## config.mk

```make
export PLATFORM = sky130hd
export DESIGN_NAME = mem_arbiter
export DESIGN_NICKNAME = d
export VERILOG_FILES = /design/src/rtl/mem_arbiter.sv
export SDC_FILE = /design/constraint.sdc
export NUM_CORES = 1
export LEC_CHECK = 0
export ABC_AREA = 1
export CAP_MARGIN = 20
export CORE_MARGIN = 4
export CORE_UTILIZATION = 36
export CTS_CLUSTER_SIZE = 14
export DETAILED_ROUTE_END_ITERATION = 8
export PLACE_DENSITY = 0.89
export RECOVER_POWER = 100
export REMOVE_ABC_BUFFERS = 1
export SLEW_MARGIN = 20
export SYNTH_ARGS = -nofsm -noshare
export SYNTH_HDL_FRONTEND = slang
export SYNTH_SLANG_ARGS = --single-unit
```

## constraint.sdc

```tcl
create_clock -name clk -period 4.3 [get_ports clk]
set_clock_uncertainty 0.15 [all_clocks]
set_input_delay 0.645 -clock clk [delete_from_list [all_inputs] [get_ports clk]]
set_output_delay 0.645 -clock clk [all_outputs]
set_load 0.05 [all_outputs]
```

## src/rtl/mem_arbiter.sv

```systemverilog
// Shares one single-ported memory between the fetch and load/store ports.
// Data has priority, one transaction is outstanding at a time, and stall holds until every pending request is served.
module mem_arbiter (
  input  logic        clk,
  input  logic        rst,
  input  logic        inst_req,
  input  logic [31:0] inst_addr,
  output logic [31:0] inst_rdata,
  input  logic        data_req,
  input  logic [3:0]  data_wen,
  input  logic [31:0] data_addr,
  input  logic [31:0] data_wdata,
  output logic [31:0] data_rdata,
  output logic        stall,
  output logic        mem_req,
  output logic [3:0]  mem_wen,
  output logic [31:0] mem_addr,
  output logic [31:0] mem_wdata,
  input  logic        mem_gnt,
  input  logic        mem_rvalid,
  input  logic [31:0] mem_rdata
);

  typedef enum logic [2:0] {
    IDLE   = 3'd0,
    D_REQ  = 3'd1,
    D_RESP = 3'd2,
    I_REQ  = 3'd3,
    I_RESP = 3'd4
  } state_t;

  state_t      state_q, state_d;
  logic        inst_done_q, inst_done_d;
  logic        data_done_q, data_done_d;
  logic [31:0] inst_rdata_q, inst_rdata_d;
  logic [31:0] data_rdata_q, data_rdata_d;
  logic        inst_pend, data_pend;

  // A port still needs service only while it asks and has not yet been answered.
  assign inst_pend = inst_req & ~inst_done_q;
  assign data_pend = data_req & ~data_done_q;
  assign stall     = inst_pend | data_pend;

  assign inst_rdata = inst_rdata_q;
  assign data_rdata = data_rdata_q;

  always_ff @(posedge clk or negedge rst) begin
    if (!rst) begin
      state_q      <= IDLE;
      inst_done_q  <= 1'b0;
      data_done_q  <= 1'b0;
      inst_rdata_q <= 32'h0;
      data_rdata_q <= 32'h0;
    end else begin
      state_q      <= state_d;
      inst_done_q  <= inst_done_d;
      data_done_q  <= data_done_d;
      inst_rdata_q <= inst_rdata_d;
      data_rdata_q <= data_rdata_d;
    end
  end

  always_comb begin
    state_d      = state_q;
    // Done flags live for one pipeline step: they clear on the edge the pipeline advances.
    inst_done_d  = stall ? inst_done_q : 1'b0;
    data_done_d  = stall ? data_done_q : 1'b0;
    inst_rdata_d = inst_rdata_q;
    data_rdata_d = data_rdata_q;
    mem_req      = 1'b0;
    mem_wen      = 4'h0;
    mem_addr     = 32'h0;
    mem_wdata    = 32'h0;

    case (state_q)
      IDLE: begin
        if (data_pend) begin
          state_d = D_REQ;
        end else if (inst_pend) begin
          state_d = I_REQ;
        end
      end
      D_REQ: begin
        mem_req   = 1'b1;
        mem_wen   = data_wen;
        mem_addr  = data_addr;
        mem_wdata = data_wdata;
        if (mem_gnt) begin
          state_d = D_RESP;
        end
      end
      D_RESP: begin
        if (mem_rvalid) begin
          data_rdata_d = mem_rdata;
          data_done_d  = 1'b1;
          state_d      = IDLE;
        end
      end
      I_REQ: begin
        mem_req  = 1'b1;
        mem_addr = inst_addr;
        if (mem_gnt) begin
          state_d = I_RESP;
        end
      end
      I_RESP: begin
        if (mem_rvalid) begin
          inst_rdata_d = mem_rdata;
          inst_done_d  = 1'b1;
          state_d      = IDLE;
        end
      end
      default: begin
        state_d = IDLE;
      end
    endcase
  end

endmodule

```

==> results.sh <==
export IMPL_h_tree_depth=3
export IMPL_worst_slew_pin_transition_ns=2.090
export IMPL_dr_first_iter_drc_count=248
export IMPL_min_path_cells=2
export IMPL_worst_setup_path_type="flip-flop to output pin"
export IMPL_gp_congestion=0.8920
export IMPL_diodes=0
export IMPL_worstPathArrival_ns=2.77
export IMPL_layout_nets=862
export IMPL_grt_usage=0.2343
export IMPL_power_leakage_uw=0.003393
export IMPL_synth_cell_type_count=18
export IMPL_path_max_fanout=37
export IMPL_first_global_vias=4002
export IMPL_setup_viol=0
export IMPL_fmax_mhz=280.6
export IMPL_synth_seq_cells=69
export IMPL_wl_per_cell_um=15.94
export IMPL_yosys_most_used_dff="dfrtp_1"
export IMPL_fin_crit_ns=3.564
export IMPL_die_y_um=106.4
export IMPL_via_per_inst=4.650
export IMPL_failed_checks="max-capacitance violations, max-slew violations"
export IMPL_rows=35
export IMPL_synth_edf_count=0
export IMPL_finalPower_uw=5023
export IMPL_required_ns=3.50
export IMPL_reg2reg_depth=3
export IMPL_grt_ovfl_total=0
export IMPL_synth_area_leader_cell="dfrtp_1"
export IMPL_start_kind="flip-flop"
export IMPL_cts_sinks=69
export IMPL_yosys_warnings=0
export IMPL_yosys_top_cells_count="nand2_1 (142), inv_1 (75), dfrtp_1 (69)"
export IMPL_relSlewSlack=-0.3933
export IMPL_cts_root_buf="clkbuf_8"
export IMPL_antenna_found_initial=0
export IMPL_core_um2=9328
export IMPL_synthesis_area_um2=3486
export IMPL_ff_latch_area_um2=1727
export IMPL_drv_cap=2
export IMPL_grt_max_degree=66
export IMPL_cts_resized=0
export IMPL_synthCells=465
export IMPL_syn_to_final_growth_pct=83.52
export IMPL_drive_gt1_frac=0.03292
export IMPL_slew_violations=40
export IMPL_numCtsBuffers=9
export IMPL_hold_ws_ns=0.3358
export IMPL_first_pass_iters=5
export IMPL_post_route_drc_count=0
export IMPL_async_flop_share=1.000
export IMPL_synth_avg_cell_area_um2=7.496
export IMPL_synth_area_top_cells="dfrtp_1 (50%), nand2_1 (15%), inv_1 (8.1%)"
export IMPL_num_vias=3990
export IMPL_yosysMostFrequentCell="nand2_1"
export IMPL_die_area_um2=11320
export IMPL_min_path_type="flip-flop to flip-flop"
export IMPL_multiInputGateArea_um2=1261
export IMPL_ys_seq_area_frac=0.4953
export IMPL_hold_violations=0
export IMPL_clk_latency_ns=0.33
export IMPL_fin_crit_sh=0.8288
export IMPL_fillers=764
export IMPL_postCtsHoldBufs=0
export IMPL_clk_pin_slew_ns=0.07
export IMPL_wl_um=13670
export IMPL_io_pins=272
export IMPL_cts_setup_buffers=0
export IMPL_grt_pass1_wl_um=20840
export IMPL_die_w_um=106.4
export IMPL_portBuffers=271
export IMPL_cts_tree="yes"
export IMPL_fin_tns_setup_ns=0
export IMPL_crit_path_end_kind="output pin"
export IMPL_start_util=0.3737
export IMPL_netlist_area_leader_share=0.4953
export IMPL_drt_antenna_violating_nets=0
export IMPL_powerDensity_nw_per_um2=785.1
export IMPL_ir_drop_v=0.0005064
export IMPL_post_dp_hpwl_um=10870
export IMPL_clock_path_buffers=2
export IMPL_status="finished with violations"
export IMPL_rsz0062_at_grt="false"
-- registers in the layout (all words and copies together) (netlist names) --
register     cells
data_rdata      32
inst_rdata      32
data_done_q      1
state_q          3
inst_done_q      1
-- worst max-delay path: stages (launching register included) --
cell	delay [ns]
dfrtp_1	0.46
inv_4	0.32
nand3_1	0.11
inv_1	0.10
buf_4	0.31
nand2_1	0.10
nand2_1	0.09
dlygate4sd3_1	0.93
-- layout make-up --
type,count,share of cell area
inverter,77,0.04557
clock buffer,11,0.02210
timing repair buffer,275,0.4271
sequential,69,0.2699
multi-input combinational,292,0.1971
clock inverter,5,0.01291
tap,129,0.02523
-- final timing paths --
check                      slack, ns                 startpoint                    endpoint
max                             0.74     state_q[2]$_DFFE_PN0P_                 mem_addr[8]
min                             0.34  inst_rdata[9]$_DFFE_PN0P_   inst_rdata[9]$_DFFE_PN0P_
max reg2reg                     1.41     state_q[2]$_DFFE_PN0P_   data_rdata[4]$_DFFE_PN0P_
min reg2reg                     0.34  inst_rdata[9]$_DFFE_PN0P_   inst_rdata[9]$_DFFE_PN0P_
max in group asynchronous       1.91                        rst  inst_rdata[12]$_DFFE_PN0P_
min in group asynchronous       0.74                        rst   inst_rdata[0]$_DFFE_PN0P_
-- power breakdown --
group          internal, uW  total (uW)  switching [uW]
Sequential              928        1090             163
Combinational           925        3340            2420
Clock                   345         591             246
Total                  2200        5020            2830
-- layer usage --
metal  GRT usage  wire (um)  vias to the layer above
met5           0          0                        -
met4     0.08603        467                        0
met3     0.08682       1279                       36
met2      0.4122       6924                      184
met1      0.2573       5001                     1837
li1            -          -                     1933
-- layout by cell type, fill, tap and decap left out, drive strengths merged --
| cell | count |
|---|---|
| clkbuf | 13 |
| nor3 | 1 |
| clkdlybuf4s50 | 134 |
| o21ai | 67 |
| nor2 | 41 |
| clkinv | 2 |
| buf | 3 |
| dfrtp | 69 |
| dlygate4sd3 | 136 |
| inv | 78 |
| bufinv | 2 |
| nand4 | 1 |
| nand3 | 39 |
| nand2 | 143 |
-- stage by stage --
stage                     area (um^2)  instances    util  setup slack, ns
after floorplan                  3293        438       -            1.549
after global placement           6192        842  0.6639            1.156
after detailed placement         6192        842  0.6639            1.143
after CTS                        6416        858  0.6879           0.7669
after global routing             6397        858  0.6858           0.5765
final                            6397        858  0.6858           0.7360
-- cell families after synthesis --
kind of cell	synth area share
AOI/OAI and AO/OA	0.09619
buffers and inverters	0.1389
and+or+nand+nor	0.2696
DFF	0.4953
Note: power is estimated with default switching activity, not from simulation.
